<file path="config.mk">
export PLATFORM = sky130hd
export DESIGN_NAME = lfsr_seq_ctrl_flat
export DESIGN_NICKNAME = d
export VERILOG_FILES = /design/src/rtl/lfsr_seq_ctrl_if.sv /design/src/rtl/lfsr_seq_ctrl.sv /design/src/flat_wrapper.sv
export SDC_FILE = /design/constraint.sdc
export NUM_CORES = 1
export LEC_CHECK = 0
export BUFFER_PORTS_ARGS = -buffer_cell sky130_fd_sc_hd__buf_2
export CORE_MARGIN = 4
export CORE_UTILIZATION = 43
export CTS_CLUSTER_SIZE = 24
export DETAILED_ROUTE_END_ITERATION = 10
export GPL_TIMING_DRIVEN = 0
export PLACE_DENSITY_LB_ADDON = 0.08
export SLEW_MARGIN = 30
export SYNTH_ARGS = -nofsm -noshare
export SYNTH_HDL_FRONTEND = slang
export SYNTH_SLANG_ARGS = --single-unit
</file>
<file path="constraint.sdc">
create_clock -name clk -period 2.35 [get_ports clk]
set_input_delay 0.235 -clock clk [delete_from_list [all_inputs] [get_ports clk]]
set_output_delay 0.235 -clock clk [all_outputs]
set_load 0.02 [all_outputs]
</file>
<file path="src/rtl/lfsr_seq_ctrl_if.sv">
`default_nettype none
// ============================================================================
// Module   : lfsr_seq_ctrl_if
// Brief    : Two-requester request bus and single response bus of lfsr_seq_ctrl.
// Revision : 1.0 - initial release
// ============================================================================
interface lfsr_seq_ctrl_if #(
    parameter int N     = 26,
    parameter int CNT_W = 8
) ();
    logic [1:0]       req_valid;
    logic [1:0]       req_ready;
    logic [3:0]       req0_seed;
    logic [3:0]       req1_seed;
    logic [CNT_W-1:0] req0_steps;
    logic [CNT_W-1:0] req1_steps;
    logic             rsp_valid;
    logic             rsp_ready;
    logic             rsp_id;
    logic [N-1:0]     rsp_data;

    modport master (
        output req_valid, req0_seed, req1_seed, req0_steps, req1_steps, rsp_ready,
        input  req_ready, rsp_valid, rsp_id, rsp_data
    );

    modport slave (
        input  req_valid, req0_seed, req1_seed, req0_steps, req1_steps, rsp_ready,
        output req_ready, rsp_valid, rsp_id, rsp_data
    );
endinterface
`default_nettype wire

</file>
<file path="src/rtl/lfsr_seq_ctrl.sv">
`default_nettype none
// ============================================================================
// Module   : lfsr_seq_ctrl
// Brief    : Arbitrates two requesters, seeds an external LFSR, advances it a
//            requested number of steps and returns the captured state.
// Revision : 1.0 - initial release
// ============================================================================
module lfsr_seq_ctrl #(
    parameter int N     = 26,
    parameter int CNT_W = 8
) (
    input  wire logic         clk,
    input  wire logic         reset,
    input  wire logic         flush,
    lfsr_seq_ctrl_if.slave    bus,
    output logic [N-1:0]      lfsr_s,
    output logic              lfsr_r,
    input  wire logic [N-1:0] lfsr_q,
    output logic              busy
);
    typedef enum logic [1:0] {
        S_IDLE = 2'd0,
        S_LOAD = 2'd1,
        S_RUN  = 2'd2,
        S_DONE = 2'd3
    } state_t;

    localparam logic [CNT_W-1:0] c_cnt_one = CNT_W'(1);

    state_t           r_state;
    state_t           w_state_nxt;
    logic [CNT_W-1:0] r_cnt;
    logic [3:0]       r_seed;
    logic             r_id;
    logic             r_last_gnt;
    logic             r_rsp_valid;
    logic [N-1:0]     r_rsp_data;

    logic w_gnt;
    logic w_accept;
    logic w_xfer;
    logic w_cnt_zero;

    // With both requesters pending, the one not served last wins.
    assign w_gnt      = (&bus.req_valid) ? ~r_last_gnt : bus.req_valid[1];
    assign w_accept   = (r_state == S_IDLE) && (|bus.req_valid) && !flush;
    assign w_xfer     = (r_state == S_DONE) && r_rsp_valid && bus.rsp_ready;
    assign w_cnt_zero = (r_cnt == '0);

    assign busy          = (r_state != S_IDLE);
    assign bus.rsp_valid = r_rsp_valid;
    assign bus.rsp_data  = r_rsp_data;
    assign bus.rsp_id    = r_id;

    always_comb begin
        w_state_nxt   = r_state;
        bus.req_ready = 2'b00;
        lfsr_r        = 1'b1;
        lfsr_s        = '0;
        case (r_state)
            S_IDLE: begin
                if (w_accept) begin
                    w_state_nxt = S_LOAD;
                    // Kept low while reset is asserted so no grant is advertised.
                    if (reset) bus.req_ready = w_gnt ? 2'b10 : 2'b01;
                end
            end
            S_LOAD: begin
                lfsr_s      = {{(N-4){1'b0}}, r_seed};
                w_state_nxt = S_RUN;
            end
            S_RUN: begin
                lfsr_r = 1'b0;
                if (w_cnt_zero) w_state_nxt = S_DONE;
            end
            S_DONE: begin
                if (w_xfer) w_state_nxt = S_IDLE;
            end
            default: w_state_nxt = S_IDLE;
        endcase
        if (flush) w_state_nxt = S_IDLE;
    end

    always_ff @(posedge clk or negedge reset) begin
        if (!reset) begin
            r_state     <= S_IDLE;
            r_cnt       <= '0;
            r_seed      <= '0;
            r_id        <= 1'b0;
            r_last_gnt  <= 1'b1;
            r_rsp_valid <= 1'b0;
            r_rsp_data  <= '0;
        end else begin
            r_state <= w_state_nxt;
            // Steps go straight into the counter; LOAD leaves it untouched.
            if (w_accept) begin
                r_seed     <= w_gnt ? bus.req1_seed  : bus.req0_seed;
                r_cnt      <= w_gnt ? bus.req1_steps : bus.req0_steps;
                r_id       <= w_gnt;
                r_last_gnt <= w_gnt;
            end
            if ((r_state == S_RUN) && !flush) begin
                if (!w_cnt_zero) begin
                    r_cnt <= r_cnt - c_cnt_one;
                end else begin
                    r_rsp_data  <= lfsr_q;
                    r_rsp_valid <= 1'b1;
                end
            end
            if (w_xfer || flush) r_rsp_valid <= 1'b0;
        end
    end
endmodule
`default_nettype wire

</file>
<file path="src/flat_wrapper.sv">
// flat-port wrapper written by rule: the top's interface ports become plain ports
module lfsr_seq_ctrl_flat 
#(
    parameter int N     = 26,
    parameter int CNT_W = 8
)
  (clk, reset, flush, lfsr_s, lfsr_r, lfsr_q, busy, bus_req_valid, bus_req0_seed, bus_req1_seed, bus_req0_steps, bus_req1_steps, bus_rsp_ready, bus_req_ready, bus_rsp_valid, bus_rsp_id, bus_rsp_data);
  lfsr_seq_ctrl_if #(.N(N), .CNT_W(CNT_W)) bus_i ();
  input  wire logic clk;
  input  wire logic reset;
  input  wire logic flush;
  output logic [N-1:0] lfsr_s;
  output logic lfsr_r;
  input  wire logic [N-1:0] lfsr_q;
  output logic busy;
  input wire logic [$bits(bus_i.req_valid)-1:0] bus_req_valid;
  input wire logic [$bits(bus_i.req0_seed)-1:0] bus_req0_seed;
  input wire logic [$bits(bus_i.req1_seed)-1:0] bus_req1_seed;
  input wire logic [$bits(bus_i.req0_steps)-1:0] bus_req0_steps;
  input wire logic [$bits(bus_i.req1_steps)-1:0] bus_req1_steps;
  input wire logic [$bits(bus_i.rsp_ready)-1:0] bus_rsp_ready;
  output wire logic [$bits(bus_i.req_ready)-1:0] bus_req_ready;
  output wire logic [$bits(bus_i.rsp_valid)-1:0] bus_rsp_valid;
  output wire logic [$bits(bus_i.rsp_id)-1:0] bus_rsp_id;
  output wire logic [$bits(bus_i.rsp_data)-1:0] bus_rsp_data;
  assign bus_i.req_valid = bus_req_valid;
  assign bus_i.req0_seed = bus_req0_seed;
  assign bus_i.req1_seed = bus_req1_seed;
  assign bus_i.req0_steps = bus_req0_steps;
  assign bus_i.req1_steps = bus_req1_steps;
  assign bus_i.rsp_ready = bus_rsp_ready;
  assign bus_req_ready = bus_i.req_ready;
  assign bus_rsp_valid = bus_i.rsp_valid;
  assign bus_rsp_id = bus_i.rsp_id;
  assign bus_rsp_data = bus_i.rsp_data;
  lfsr_seq_ctrl #(.N(N), .CNT_W(CNT_W)) u_core (.clk(clk), .reset(reset), .flush(flush), .bus(bus_i), .lfsr_s(lfsr_s), .lfsr_r(lfsr_r), .lfsr_q(lfsr_q), .busy(busy));
endmodule
</file>
==> results of run 1 <==
flip-flops by register name (all words and copies together), names as in the netlist:
name and count:
u_core.r_state 2, u_core.bus.rsp_valid 1, u_core.r_seed 4, u_core.r_cnt 8, u_core.bus.rsp_data 26, u_core.r_last_gnt 1, u_core.bus.rsp_id 1
timing repair:
action,in CTS,in global routing
hold buffers,1,0
resized for setup,4,1
setup endpoints to repair,1,2
hold endpoints to repair,42,0
setup buffers,0,3
layer usage:
layer | vias to the layer above | wire length [µm]
met4 | 0 | 59
met5 | - | 0
li1 | 923 | -
met2 | 81 | 2310
met1 | 819 | 2210
met3 | 4 | 550
worst min-delay path by stage:
stage | slack [ns] | end | cells after the start
after CTS | 0.12 | u_core.r_last_gnt | 2
after global routing | 0.13 | u_core.r_last_gnt | 2
after global placement | 0.42 | u_core.r_last_gnt | 2
after floorplan | -0.06 | u_core.bus.rsp_data[0] | 0
final | 0.14 | u_core.r_last_gnt | 2
after detailed placement | 0.27 | u_core.bus.rsp_data[3] | 1
power breakdown:
group / internal (mW) / leakage [nW] / switching, mW / total, mW
registers: 0.899 / 0.566 / 0.154 / 1.05
clock network: 0.208 / 0.0412 / 0.241 / 0.449
logic: 0.398 / 1.09 / 0.489 / 0.886
cell families after synthesis:
family,count (synthesis)
other,1
AO/OA/AOI/OAI,38
flip-flops,43
AND/OR/NAND/NOR,42
adder cells (fa/ha/maj),7
multiplexers,36
buffers and inverters,32
synth_stat cells, drive strengths merged:
cell | number | area, µm²
a2bb2oi | 1 | 8.76
nand3 | 3 | 27.5
nor2 | 3 | 11.3
conb | 1 | 3.75
a211oi | 5 | 37.5
a21boi | 2 | 15.0
inv | 6 | 22.5
o22ai | 1 | 6.26
nor4 | 1 | 6.26
a22o | 1 | 8.76
o31ai | 1 | 7.51
o21ai | 5 | 25.0
nor4b | 1 | 23.8
clkbuf | 1 | 3.75
o221ai | 2 | 17.5
or4b | 2 | 23.8
and2 | 5 | 31.3
nand2b | 4 | 25.0
o211ai | 1 | 7.51
or4 | 1 | 7.51
buf | 25 | 195
o22a | 1 | 8.76
and3 | 2 | 12.5
and4bb | 1 | 12.5
o21a | 1 | 7.51
ha | 7 | 87.6
a2111oi | 2 | 17.5
a21o | 1 | 8.76
o311a | 1 | 10.0
or2 | 1 | 6.26
dfrtp | 42 | 1050
and2b | 1 | 7.51
a21oi | 7 | 35.0
nor2b | 4 | 25.0
a311oi | 1 | 8.76
nand2 | 9 | 33.8
dfstp | 1 | 26.3
mux2i | 8 | 80.1
a31oi | 4 | 25.0
mux2 | 28 | 315
a32o | 1 | 10.0
nor3 | 3 | 20.0
nor3b | 1 | 7.51
placed cells by master (no fill, tap or decap), types with 4 or more instances in the layout:
master,instances
nand2b_1,4
buf_4,27
a21oi_1,7
mux2i_1,8
nand2_1,8
buf_2,90
a31oi_1,4
mux2_2,28
a211oi_1,5
inv_1,6
conb_1,22
and2_1,5
dfrtp_1,42
clkbuf_8,5
o21ai_0,5
ha_1,7
final cells by class:
class,count,share of cell area (%)
tap,70,2.84
inverter,6,0.729
clock inverter,2,0.405
clock buffer,6,2.35
timing repair buffer,95,15.9
sequential,43,34.9
buffer,26,6.48
multi-input combinational,145,36.5
through the flow:
stage | power, mW | TNS (ns)
2_1_floorplan | 1.64 | 0
3_3_place_gp | 1.90 | -0.0403
3_5_place_dp | 1.91 | -0.0537
4_1_cts | 2.39 | 0
5_1_grt | 2.59 | 0
6_report | 2.39 | 0
worst max-delay path, stage by stage (launching register included):
cell,delay (ns)
dfrtp_1,0.43
inv_1,0.13
ha_1,0.18
nor2b_4,0.18
nand2_2,0.13
clkbuf_2,0.20
nor3b_1,0.19
buf_2,0.19
==> qor.txt, run 1 <==
First-pass GRT wire length - 8040 µm
Power Dens Cells - 773 nW/µm²
Adder-Cell Fraction of Synth Area - 3.76%
Row count - 26
Skew-Pair Late Insertion Delay - 0.29 ns
Crit. End Element - output port
Seq/Total Area, Yosys - 46.2%
DRT antenna net count - 0
Register Area - 1080 µm²
Port Buf Inserts - 91
Synth Area per Inst - 11.7 µm²
Starting Density - 45.1%
Multi-input logic area - 1130 µm²
Post-Synth Simple-Gate Area - 12.1%
Crit path launch - u_core.r_state[1]
Ports - 114
Final setup violating endpoints - 0
MaxCap Viol Count - 0
Die height - 81.6 µm
Origin of the critical flop-to-flop path - u_core.r_state[0]
CP Launch Type - register
Detailed Route Iter0 Violations - 22
Peak VDD IR - 408 µV
Critical path data arrival time - 1.92 ns
Fill cells - 469
DRT Wirelength - 5130 µm
P_leak - 1.70 nW
Gr usage total - 15.5%
Clk_skew - 0.00388 ns
Area grow syn2layout - 32.5%
CTS buffer count - 5
Met1 Use GR - 20.6%
CTS tree - built
Die area - 6670 µm²
Synth cell types - 48
Largest net degree at the start of global routing - 46
Cell Area, Synth - 2330 µm²
Placed cell count - 381
DP Area - 2960 µm²
Clock transition at path regs - 0.08 ns
Core area - 5170 µm²
TritonCTS Sinks - 43
Post-layout min period - 2.15 ns
Fraction of layout cells with a size suffix above 1 - 51.4%
Max clock buf depth - 2
Layer with the highest usage - met2
Grt total ovfl - 0
Fin. Hold Viols - 0
Final Wtd Congestion - 0.799
Rel. slew slack - 58.8%
Multiplexer area fraction after synthesis - 17.0%
Hpwl dp - 3960 µm
DIE WIDTH - 81.6 µm
Post-layout util - 59.7%
Max Slew Vio Count - 0
Worst r2r dst - u_core.r_cnt[7]
GR Util met3 - 5.48%
Worst Path Max Fanout - 10
Initial antenna violation count - 0
DR pass1 iterations - 4
Worst Tran Pin Value - 0.615 ns
Fmax - 0.465 GHz
Diodes inserted - 0
Status - finished clean
Layout Nets - 385
DR vias - 1827
WL/cell - 13.1 µm
Post-route setup slack - 0.198 ns
Post-route DRC - 0
Vias in the first global route - 1742
WP data required - 2.12 ns
RSZ-0062 raised after global routing - false
Root cell of the clock tree - clkbuf_8
Htree depth - 2
Crit Path Class - register to output port
Critical Path Sink - bus_req_ready[0]
R2r setup slk - 0.26 ns
Final worst path period share - 91.6%
Met2 Use GR - 23.9%
Hold path start - bus_req_valid[0]
Non-Filler Instances - 393
Ys Warns - 0
Via density - 4.65
Largest family of logic cells by synthesized area - multiplexers
Reg2reg path depth - 6
Area share of xor/xnor cells in the synthesized design - 0%
Fin area - 3090 µm²
Hold Slack - 0.141 ns
FF+latch count, synth - 43
Hold Crit Class - input pin to register
Gate Count Post-Synth - 199
Place WS - -0.0537 ns
Synth Area in Compound Gates - 11.4%
(Power assumes the default switching activity.)
==> run 2, diff against run 1 <==
- BUFFER_PORTS_ARGS: -buffer_cell sky130_fd_sc_hd__buf_2 -> unset
- CORE_UTILIZATION: 43 -> 63
- DONT_BUFFER_PORTS: unset -> 1
==> qor.txt, run 2 (synthesis results as in run 1) <==
Core area - 3440 µm² (-33%)
DIE WIDTH - 68.8 µm (-16%)
Starting Density - 67.8% (+23 points)
Die area - 4740 µm² (-29%)
Commonest cells after routing, fill and taps aside - dfrtp_1 (42), mux2_2 (28), buf_4 (25), conb_1 (22)
Ports - 114 (unchanged)
CTS buffer count - 5 (unchanged)
Max clock buf depth - 2 (unchanged)
Worst Tran Pin Value - 0.751 ns (+0.136 ns)
Fin. Hold Viols - 0 (unchanged)
CTS tree - built
Gr usage total - 22.1% (+6.6 points)
P_leak - 1.30 nW (-23%)
Post-layout min period - 2.19 ns (+0.0396 ns)
WP data required - 2.12 ns (about the same)
Peak VDD IR - 608 µV (+49%)
Initial antenna violation count - 0 (unchanged)
Fmax - 0.456 GHz (-1.8%)
Worst path cell trace - a21boi_1 -> buf_4 -> and3_1
Root cell of the clock tree - clkbuf_8
Htree depth - 2 (unchanged)
Crit path largest cell delay - 0.61 ns (+0.18 ns)
Diodes inserted - 0 (unchanged)
RSZ-0062 raised after global routing - false
Max reg flops - 26 (unchanged)
Commonest non-fill, non-tap cell in the layout - dfrtp_1
DR pass1 iterations - 4 (unchanged)
DR vias - 1607 (-12%)
Largest net degree at the start of global routing - 44 (-4.3%)
Die height - 68.8 µm (-16%)
CP Launch Type - register
MaxCap Viol Count - 0 (unchanged)
Detailed Route Iter0 Violations - 85 (+290%)
Post-route DRC - 0 (unchanged)
Max Slew Vio Count - 0 (unchanged)
Multi-input logic area - 1130 µm² (+0.67%)
Port Buf Inserts - 0 (-100%)
Area grow syn2layout - 13.3%
Vias in the first global route - 1637 (-6.0%)
Skew-Pair Late Insertion Delay - 0.31 ns (+0.02 ns)
Final worst path period share - 93.3% (+1.7 points)
Fraction of layout cells with a size suffix above 1 - 32.1% (-19 points)
Hpwl dp - 3850 µm (-3.0%)
Post-route setup slack - 0.159 ns (-0.0396 ns)
Worst Path Max Fanout - 10 (unchanged)
WL/cell - 18.4 µm (+41%)
Clk_skew - 0.00842 ns (+0.00454 ns)
Hold Slack - 0.0271 ns (-0.114 ns)
Rel. slew slack - 49.8% (-8.9 points)
Crit. End Element - output port
Worst path top cell family by delay - compound AO/OA/AOI/OAI gates
Crit path buf inv count - 1 (-2)
Via density - 5.74 (+23%)
Critical path data arrival time - 1.96 ns (+0.04 ns)
Crit-path slowest cell - a21boi_1
Place WS - -0.108 ns (-0.0539 ns)
First-pass GRT wire length - 7490 µm (-6.9%)
Crit Path Class - register to output port
Power Dens Cells - 879 nW/µm² (+14%)
TritonCTS Sinks - 43 (unchanged)
Grt total ovfl - 0 (unchanged)
DRT antenna net count - 0 (unchanged)
Layout Nets - 296 (-23%)
Clock transition at path regs - 0.08 ns (about the same)
Final Wtd Congestion - 0.882 (+10%)
Status - finished clean
Row count - 21 (-19%)
DRT Wirelength - 5160 µm (+0.60%)
Hold Crit Class - input pin to register
Fill cells - 232 (-51%)
Register Area - 1080 µm² (unchanged)
R2r setup slk - 0.26 ns (about the same)
Final setup violating endpoints - 0 (unchanged)
run 2: worst reg2reg max path, stage by stage (launching register included):
cell and delay, ns:
dfrtp_1 0.42, inv_1 0.09, ha_1 0.17, nor4b_4 0.43, a21oi_1 0.20, a2111oi_0 0.52, a211oi_1 0.11
run 2: metal layers:
metal / up-vias / share of wire, % / GRT usage, %
met5: - / 0 / 0
met4: 0 / 1.7 / 6.57
met3: 9 / 14 / 10.7
met2: 100 / 49 / 37.5
met1: 752 / 35 / 24.4
li1: 746 / - / -
run 2: final timing paths:
path                              startpoint                    to  cells after the start
max in group asynchronous              reset     u_core.r_last_gnt                      2
min in group asynchronous              reset       u_core.r_cnt[1]                      2
min                            bus_rsp_ready  u_core.bus.rsp_valid                      1
max reg2reg                  u_core.r_cnt[0]       u_core.r_cnt[5]                      6
max                        u_core.r_last_gnt      bus_req_ready[1]                      3
min reg2reg                 u_core.r_seed[1]      u_core.r_seed[1]                      2
run 2: what timing repair did:
| item | CTS | global route |
|---|---|---|
| hold buffers | 4 | 0 |
| resized for setup | 4 | 3 |
| buffers inserted | 0 | 2 |
| endpoints found under the setup margin | 1 | 1 |
| cloned | 0 | 0 |
| pin swaps | 0 | 1 |
| hold endpoints to repair | 45 | 0 |
run 2: per-stage QoR:
stage	cells	util (%)	instance area (µm²)	setup TNS (ns)	total power, mW
after floorplan	220	-	2410	0	1.64
after global placement	266	71.7	2470	-0.0807	1.76
after detailed placement	266	71.7	2470	-0.108	1.80
after CTS	278	76.1	2620	0	2.29
after global routing	280	76.7	2640	0	2.48
final	280	76.7	2640	0	2.32
run 2: area by class of cell:
cell class | count | area share (%)
clock buffer | 6 | 2.75
multi-input combinational | 145 | 42.9
timing repair buffer | 6 | 2.46
buffer | 26 | 7.58
tap | 46 | 2.18
inverter | 6 | 0.853
clock inverter | 2 | 0.474
sequential | 43 | 40.8
run 2: power breakdown:
| group | switching, mW | internal, mW |
|---|---|---|
| Clock | 0.255 | 0.208 |
| Combinational | 0.437 | 0.326 |
| Sequential | 0.197 | 0.899 |
